$ cat src/rtl/bcd_disp_pkg.sv
// Shared constants for the 7-segment display path: active-low segment
// patterns ({g,f,e,d,c,b,a}) and the scan index type.
package bcd_disp_pkg;

    localparam int IDX_W = 3;
    typedef logic [IDX_W-1:0] idx_t;

    typedef logic [6:0] seg_t;

    localparam seg_t SEG_0    = 7'b1000000;
    localparam seg_t SEG_1    = 7'b1111001;
    localparam seg_t SEG_2    = 7'b0100100;
    localparam seg_t SEG_3    = 7'b0110000;
    localparam seg_t SEG_4    = 7'b0011001;
    localparam seg_t SEG_5    = 7'b0010010;
    localparam seg_t SEG_6    = 7'b0000010;
    localparam seg_t SEG_7    = 7'b1111000;
    localparam seg_t SEG_8    = 7'b0000000;
    localparam seg_t SEG_9    = 7'b0010000;
    localparam seg_t SEG_DASH = 7'b0111111;
    localparam seg_t SEG_OFF  = 7'b1111111;

endpackage

$ cat src/rtl/bcd_to_7seg.sv
// Combinational BCD to active-low 7-segment decoder; non-BCD codes show a dash.
module bcd_to_7seg
    import bcd_disp_pkg::*;
(
    input  logic [3:0] bcd,
    output seg_t       seg
);

    always_comb begin
        case (bcd)
            4'd0:    seg = SEG_0;
            4'd1:    seg = SEG_1;
            4'd2:    seg = SEG_2;
            4'd3:    seg = SEG_3;
            4'd4:    seg = SEG_4;
            4'd5:    seg = SEG_5;
            4'd6:    seg = SEG_6;
            4'd7:    seg = SEG_7;
            4'd8:    seg = SEG_8;
            4'd9:    seg = SEG_9;
            default: seg = SEG_DASH;
        endcase
    end

endmodule

$ cat src/rtl/bcd_display_scan.sv
// Time-multiplexed common-anode 7-segment driver with per-frame snapshot,
// ghost-suppression blank slot, leading-zero blanking and per-digit enable/DP.
module bcd_display_scan
    import bcd_disp_pkg::*;
#(
    parameter int NUM_DIGITS  = 8,
    parameter int REFRESH_DIV = 100000
) (
    input  logic                    clk_div,
    input  logic                    BTN0,
    input  logic [4*NUM_DIGITS-1:0] bcd_in,
    input  logic [NUM_DIGITS-1:0]   dp_in,
    input  logic [NUM_DIGITS-1:0]   digit_en,
    input  logic                    blank_lz,
    output logic [NUM_DIGITS-1:0]   AN,
    output logic [6:0]              SEG,
    output logic                    DP,
    output logic [2:0]              scan_idx,
    output logic                    frame_tick
);

    localparam int               CNT_W    = $clog2(REFRESH_DIV);
    localparam logic [CNT_W-1:0] CNT_LAST = CNT_W'(REFRESH_DIV - 1);
    localparam idx_t             IDX_LAST = idx_t'(NUM_DIGITS - 1);

    logic [CNT_W-1:0]        cnt_reg, cnt_next;
    idx_t                    idx_reg, idx_next;

    logic [4*NUM_DIGITS-1:0] bcd_reg;
    logic [NUM_DIGITS-1:0]   dp_reg;
    logic [NUM_DIGITS-1:0]   en_reg;
    logic                    lz_reg;

    logic [NUM_DIGITS-1:0]   an_reg, an_next;
    seg_t                    seg_reg, seg_next;
    logic                    dp_out_reg, dp_out_next;

    logic                    slot_end;
    logic                    frame_start;
    logic [NUM_DIGITS-1:0]   sel;
    logic [NUM_DIGITS-1:0]   blanked;
    logic [NUM_DIGITS-1:0]   lit;
    logic                    clear_above;
    logic [3:0]              cur_digit;
    logic                    cur_dp;
    seg_t                    cur_seg;

    assign slot_end    = (cnt_reg == CNT_LAST);
    assign frame_start = (cnt_reg == '0) && (idx_reg == '0);

    always_comb begin
        cnt_next = cnt_reg + 1'b1;
        idx_next = idx_reg;
        if (slot_end) begin
            cnt_next = '0;
            idx_next = (idx_reg == IDX_LAST) ? '0 : idx_reg + 1'b1;
        end
    end

    // Walk from the most significant digit down; a disabled digit never
    // breaks the run of leading zeros. Digit 0 is left unblanked.
    always_comb begin
        blanked     = '0;
        clear_above = 1'b1;
        for (int k = NUM_DIGITS - 1; k >= 1; k--) begin
            blanked[k]  = lz_reg && clear_above && (bcd_reg[4*k +: 4] == 4'd0);
            clear_above = clear_above && (!en_reg[k] || blanked[k]);
        end
    end

    genvar gi;
    generate
        for (gi = 0; gi < NUM_DIGITS; gi++) begin : g_digit
            assign sel[gi] = (idx_reg == idx_t'(gi));
            assign lit[gi] = sel[gi] && en_reg[gi] && !blanked[gi];
        end
    endgenerate

    always_comb begin
        cur_digit = '0;
        cur_dp    = 1'b0;
        for (int k = 0; k < NUM_DIGITS; k++) begin
            if (sel[k]) begin
                cur_digit = bcd_reg[4*k +: 4];
                cur_dp    = dp_reg[k];
            end
        end
    end

    bcd_to_7seg u_dec (
        .bcd (cur_digit),
        .seg (cur_seg)
    );

    // lit is one-hot or zero, so ~lit is a legal anode pattern; the first
    // cycle of every slot stays dark to hide the previous digit's ghost.
    always_comb begin
        an_next     = '1;
        seg_next    = SEG_OFF;
        dp_out_next = 1'b1;
        if ((cnt_reg != '0) && (|lit)) begin
            an_next     = ~lit;
            seg_next    = cur_seg;
            dp_out_next = ~cur_dp;
        end
    end

    always_ff @(posedge clk_div) begin
        if (BTN0) begin
            cnt_reg    <= '0;
            idx_reg    <= '0;
            bcd_reg    <= '0;
            dp_reg     <= '0;
            en_reg     <= '0;
            lz_reg     <= 1'b0;
            an_reg     <= '1;
            seg_reg    <= SEG_OFF;
            dp_out_reg <= 1'b1;
        end else begin
            cnt_reg    <= cnt_next;
            idx_reg    <= idx_next;
            an_reg     <= an_next;
            seg_reg    <= seg_next;
            dp_out_reg <= dp_out_next;
            if (frame_start) begin
                bcd_reg <= bcd_in;
                dp_reg  <= dp_in;
                en_reg  <= digit_en;
                lz_reg  <= blank_lz;
            end
        end
    end

    assign AN         = an_reg;
    assign SEG        = seg_reg;
    assign DP         = dp_out_reg;
    assign scan_idx   = idx_reg;
    assign frame_tick = slot_end && (idx_reg == IDX_LAST);

endmodule

$ cat config.mk
export PLATFORM = sky130hd
export DESIGN_NAME = bcd_display_scan
export DESIGN_NICKNAME = d
export VERILOG_FILES = /design/src/rtl/bcd_disp_pkg.sv /design/src/rtl/bcd_to_7seg.sv /design/src/rtl/bcd_display_scan.sv
export SDC_FILE = /design/constraint.sdc
export NUM_CORES = 1
export LEC_CHECK = 0
export BUFFER_PORTS_ARGS = -buffer_cell sky130_fd_sc_hd__buf_2
export CORE_ASPECT_RATIO = 0.8
export CORE_MARGIN = 2
export CORE_UTILIZATION = 50
export DETAILED_ROUTE_END_ITERATION = 16
export PLACE_DENSITY = 0.83
export SYNTH_ARGS = -nofsm -noshare
export SYNTH_HDL_FRONTEND = slang
export SYNTH_SLANG_ARGS = --single-unit
export TNS_END_PERCENT = 1
$ cat constraint.sdc
create_clock -name clk_div -period 2.8 [get_ports clk_div]
set_input_delay 0.42 -clock clk_div [delete_from_list [all_inputs] [get_ports clk_div]]
set_output_delay 0.42 -clock clk_div [all_outputs]
set_load 0.05 [all_outputs]
==> flow_metrics.py, run 1 <==
metrics = {
    "die": {
        "die-height_microns": 84.0,
        "die_x_microns": 104,
        "io_pins": 71,
        "dieArea_sq_mm": 0.00874,
        "rows": 29,
        "coreArea_sq_mm": 0.00784,
        "start_util_pct": 51.1,
    },
    "sta": {
        "worstMarginPinSlew_ps": 750,
        "fin_ws_ps": 195,
        "fin_crit_ps": 2610,
        "clock.fmax_mhz": 384,
        "setup_viol": 0,
        "hold_viol_final": 0,
        "fin_crit_sh_pct": 93.0,
        "slew_violations": 0,
        "skew_ps": 9.51,
        "fin_setup_tns_ps": 0,
        "slew_headroom_pct": 49.3,
        "rsz0062_at_grt": "no",
    },
    "synth": {
        "synth-main-ff-cell": "dfxtp_1",
        "synthArstFlopShare_pct": 0,
        "synth_edf_count": 0,
        "post_synth.cell_area_avg_sq_um": 7.80,
        "ys_seq_area_share_pct": 42.5,
        "syn_inst": 513,
        "synth_top_area_share_pct": 42.5,
        "synthesis.area_sq_mm": 0.00400,
        "syn_nets": 577,
        "ys_ff_latch": 85,
        "yosysWarnings": 0,
        "synthTopCellsByArea": "dfxtp_1 43%, nand2_1 13%, a21oi_1 7.9%",
        "netlist-cell-type-count": 52,
        "synth_area_leader_cell": "dfxtp_1",
    },
    "finish": {
        "drive_gt1_share_pct": 19.9,
        "area_growth_pct": 17.6,
        "stdcell_area_sq_mm": 0.00471,
        "layout_commonest_cell": "nand2_1",
        "largest_register_ffs": 32,
        "final_cell_mix": "138 x nand2_1, 85 x dfxtp_1, 70 x buf_2",
        "final_net_count": 643,
        "diodes": 0,
    },
    "cts": {
        "cts-resized-gates": 0,
        "path_clk_slew_ps": 90,
        "clockBufferDepth": 2,
        "post-cts-setup-buffers": 0,
        "cts_hold_buffers": 0,
        "numCtsBuffers": 9,
        "cts.sinks": 85,
        "root_buffer": "clkbuf_8",
        "htreeDepth": 3,
        "clkLatencyLatePin_ps": 370,
        "cts_tree": "done",
    },
    "routing": {
        "drc": 0,
        "drt_iter0_markers": 247,
        "antenna_left": 0,
        "routed-via-count": 3792,
        "drtPass1Iterations": 5,
        "wl_per_cell_microns": 14.5,
        "drt-total-wl_microns": 10000,
        "viasPerCell": 5.48,
    },
    "power": {
        "comb_power_share_pct": 14.4,
        "power_frac_seq_pct": 51.4,
        "p_sw_share_pct": 28.6,
        "p_per_area_mw_per_mm2": 557,
        "p_total_mw": 2.63,
        "peakVddDrop_v": 0.000321,
        "clkPwrFrac_pct": 34.3,
        "internal_power_mw": 1.87,
        "p_switching_uw": 752,
        "p_leak_nw": 1.91,
    },
    "placed_design": {
        "port_buffers": 70,
        "gp_congestion": 0.976,
        "place_hpwl_microns": 7290,
        "place_area_sq_mm": 0.00449,
        "place_ws_ps": 187,
    },
    "critical_path": {
        "worstPathMaxFanout": 14,
        "crit_arrival_ps": 2870,
        "critPathRequiredTime_ps": 3060,
        "worstSetupPathType": "flop to flop",
        "cp-start-kind": "flop",
        "end_kind": "flop",
    },
    "global_routing": {
        "overflow": 0,
        "antenna_found_initial": 0,
        "gr-usage-all-layers_pct": 24.4,
        "grt_pass1_wl_microns": 17200,
        "grt_pass1_vias": 3707,
        "grt_max_degree": 54,
    },
    "status": {
        "status": "finished clean",
    },
    "worst_hold_path": {
        "hold_class": "input pin to flop",
    },
    "flow_run": {
        "cap_violations": 0,
    },
}
final cells by class:
class / count / area, sq um
multi-input combinational: 384 / 2150
clock inverter: 6 / 70.1
clock buffer: 10 / 138
tap: 108 / 135
fill: 721 / 3130
inverter: 14 / 52.6
sequential: 85 / 1700
timing repair buffer: 85 / 463
metal layers:
metal	vias to the layer above	GRT usage [%]	wire length, microns	part of all wire [%]
met5	-	0	0	0
met4	0	10.8	270	2.7
met3	25	6.25	727	7.2
met2	147	38.3	4440	44
met1	1735	31.7	4590	46
li1	1885	-	-	-
worst max-delay path, stage by stage (launching register included):
cell	delay, ps
dfxtp_1	370
ha_1	250
ha_1	200
buf_4	190
nor3b_1	370
a2111oi_4	110
a211oi_4	470
mux2_4	340
mux2i_1	130
nand2_1	70
through the flow:
stage / cells / hold WS [ps] / utilization, %
after global routing: 692 / 281 / 60.1
after CTS: 692 / 277 / 60.0
after detailed placement: 676 / 443 / 57.3
after global placement: 676 / 437 / 57.3
after floorplan: 513 / 428 / -
final: 692 / 286 / 60.1
cell families after synthesis:
group,count (synthesis),synth area share [%]
buffers and inverters,44,4.41
DFF,85,42.5
and+or+nand+nor,245,27.5
adders and majority gates,13,4.06
muxes,6,1.62
xor gates and xnor gates,15,3.28
AOI/OAI and AO/OA,105,16.7
power by group through the flow:
stage | Combinational, mW | Sequential, mW | Clock [mW]
final | 0.377 | 1.35 | 0.899
after global routing | 0.426 | 1.36 | 0.961
after CTS | 0.374 | 1.35 | 0.912
after detailed placement | 0.371 | 1.37 | 0
after global placement | 0.359 | 1.37 | 0
after floorplan | 0.256 | 1.37 | 0
Yosys cell counts (4+ instances only):
master,count
o21ai_1,6
xnor2_1,6
nand3b_1,8
o211ai_1,4
a21oi_1,63
xor2_1,9
nor3_1,8
nand2_1,138
clkbuf_1,24
nor4_1,10
o21ai_0,4
ha_1,13
o41ai_1,5
nor2_1,33
inv_1,12
dfxtp_1,85
and3_1,6
mux2i_1,5
nand3_1,20
worst paths after layout:
check                                 start           to  slack, ps  depth (start not counted)
worst min register to register    en_reg[1]    en_reg[1]        450                          2
worst max-delay path            scan_idx[0]       SEG[0]        190                          9
worst max register to register  scan_idx[0]       SEG[0]        190                          9
worst min-delay path             bcd_in[11]  bcd_reg[11]        290                          3
Power figures use the tool's default switching activity.
==> run 2: changes to the inputs <==
--- a/config.mk
+++ b/config.mk
@@ -10,7 +10,7 @@
 export CORE_MARGIN = 2
 export CORE_UTILIZATION = 50
 export DETAILED_ROUTE_END_ITERATION = 16
-export PLACE_DENSITY = 0.83
+export PLACE_DENSITY = 0.8
 export SYNTH_ARGS = -nofsm -noshare
 export SYNTH_HDL_FRONTEND = slang
 export SYNTH_SLANG_ARGS = --single-unit
==> run 2 against run 1 <==
Clock skew up 2.4 ps. Clock power rose by 2%. Power up 0.76%. Final cell count fell by 0.14%. Critical endpoint unchanged. Largest cell class unchanged.
==> flow_metrics.py, run 2 (synthesis gave the netlist of run 1 again) <==
metrics = {
    "routing": {
        "dr.max_layer_used": "met4",
        "drt_iter0_markers": 281,
        "drc": 0,
        "drtPass1Iterations": 4,
        "wl_per_cell_microns": 14.4,
        "routed-via-count": 3719,
        "wl_met1_microns": 4510,
        "wl_met2_microns": 4540,
        "viasPerCell": 5.38,
        "antenna_left": 0,
        "drt-total-wl_microns": 9970,
        "wl_met3_microns": 778,
    },
    "placed_design": {
        "place_hpwl_microns": 7280,
        "gp_congestion": 0.929,
        "port_buffers": 70,
        "place_area_sq_mm": 0.00449,
    },
    "sta": {
        "hold_viol_final": 0,
        "setup_viol": 0,
        "rsz0062_at_grt": "yes",
        "worstMarginPinSlew_ps": 739,
        "slew_violations": 0,
        "fin_crit_ps": 2660,
        "skew_ps": 11.9,
        "fin_setup_tns_ps": 0,
        "holdWs_ps": 283,
        "slew_headroom_pct": 50.1,
        "clock.fmax_mhz": 376,
        "fin_crit_sh_pct": 95.0,
    },
    "cts": {
        "post-cts-setup-buffers": 0,
        "numCtsBuffers": 9,
        "path_clk_slew_ps": 90,
        "cts.sinks": 85,
        "htreeDepth": 3,
        "root_buffer": "clkbuf_8",
        "cts_tree": "done",
        "clkLatencyLatePin_ps": 370,
        "clockBufferDepth": 2,
    },
    "die": {
        "rows": 29,
        "dieArea_sq_mm": 0.00874,
        "die_x_microns": 104,
        "die-height_microns": 84.0,
        "start_util_pct": 51.1,
        "io_pins": 71,
        "coreArea_sq_mm": 0.00784,
    },
    "worst_hold_path": {
        "hold_class": "input pin to flop",
        "hold_path.startpoint": "bcd_in[6]",
        "hold_end": "bcd_reg[6]",
        "whs_path_depth": 3,
    },
    "critical_path": {
        "worstPathMaxFanout": 11,
        "reg2reg_depth": 8,
        "reg2reg_from": "scan_idx[1]",
        "cp_cell_sequence": "ha_1 -> ha_2 -> or4b_4 -> a2111oi_4 -> a211oi_4 -> mux2_4 -> mux2i_1 -> nand2_1",
        "regToRegEndpoint": "SEG[0]",
        "crit_family": "compound AO/OA/AOI/OAI gates",
        "crit_arrival_ps": 2920,
        "worst_path_max_delay_cell": "or4b_4",
        "max_stage_delay_ps": 500,
        "cp-start-kind": "flop",
        "end_kind": "flop",
        "critPathRequiredTime_ps": 3060,
        "r2r_slack_ps": 140,
        "path_buf_inv": 0,
        "worstSetupPathType": "flop to flop",
    },
    "finish": {
        "drive_gt1_share_pct": 19.7,
        "largest_register_ffs": 32,
        "layout_commonest_cell": "nand2_1",
        "diodes": 0,
        "fin_util_pct": 60.1,
        "area_growth_pct": 17.6,
        "final_net_count": 642,
        "fill_cells": 738,
        "stdcell_area_sq_mm": 0.00471,
        "final_cell_mix": "138 x nand2_1, 85 x dfxtp_1, 70 x buf_2",
    },
    "power": {
        "p_leak_nw": 1.91,
        "peakVddDrop_v": 0.000323,
        "p_total_mw": 2.65,
        "p_per_area_mw_per_mm2": 562,
    },
    "global_routing": {
        "overflow": 0,
        "antenna_found_initial": 0,
        "grt_max_degree": 54,
        "gr-usage-all-layers_pct": 23.8,
        "grt_pass1_wl_microns": 16900,
        "grt_pass1_vias": 3622,
    },
    "flow_run": {
        "cap_violations": 0,
    },
    "status": {
        "status": "finished clean",
    },
}
run 2: cell count changes in the layout (fill, tap and decap cells not counted), sizes merged:
cell and change:
buf -1, clkinv +1, clkinvlp -3, inv +2
run 2: per-layer routing:
metal / GRT usage, % / vias up
met5: 0 / -
met4: 6.63 / 0
met3: 7.26 / 14
met2: 37.5 / 128
met1: 31.6 / 1696
li1: - / 1881
run 2: worst min-delay path, stage by stage:
cell and delay, ps:
buf_2 100, nand2_1 40, a21oi_1 50
run 2: power by group:
part,internal (mW),switching (mW)
sequential,1.28,0.0689
clock,0.454,0.464
combinational,0.148,0.230
run 2: repair_timing:
| action | in CTS | in global routing |
|---|---|---|
| setup endpoints to repair | 0 | 4 |
| hold buffers | 0 | 0 |
| gates resized for setup | 0 | 3 |
run 2: worst max path at each step:
| stage | cells past startpoint | slack [ps] | to | start |
|---|---|---|---|---|
| 3_5_place_dp | 8 | 120 | SEG[0] | scan_idx[1] |
| 4_1_cts | 8 | 100 | SEG[0] | scan_idx[1] |
| 5_1_grt | 15 | -60 | SEG[5] | scan_idx[0] |
| 2_1_floorplan | 13 | -120 | SEG[0] | scan_idx[2] |
| 6_report | 8 | 140 | SEG[0] | scan_idx[1] |
| 3_3_place_gp | 8 | 180 | SEG[0] | scan_idx[1] |
run 2: cell type report:
cell class | count | area (sq um) | share of cell area [%]
flip-flops and latches | 85 | 1700 | 36.1
inverters | 14 | 52.6 | 1.12
clock buffers | 10 | 138 | 2.92
clock inverters | 6 | 76.3 | 1.62
multi-input cells | 384 | 2150 | 45.7
repair buffers | 84 | 455 | 9.67
well taps | 108 | 135 | 2.87
run 2: stage by stage:
| stage | setup WS (ps) | cells |
|---|---|---|
| after CTS | 100 | 691 |
| after floorplan | -120 | 513 |
| final | 141 | 691 |
| after global placement | 176 | 675 |
| after global routing | -63.4 | 691 |
| after detailed placement | 121 | 675 |
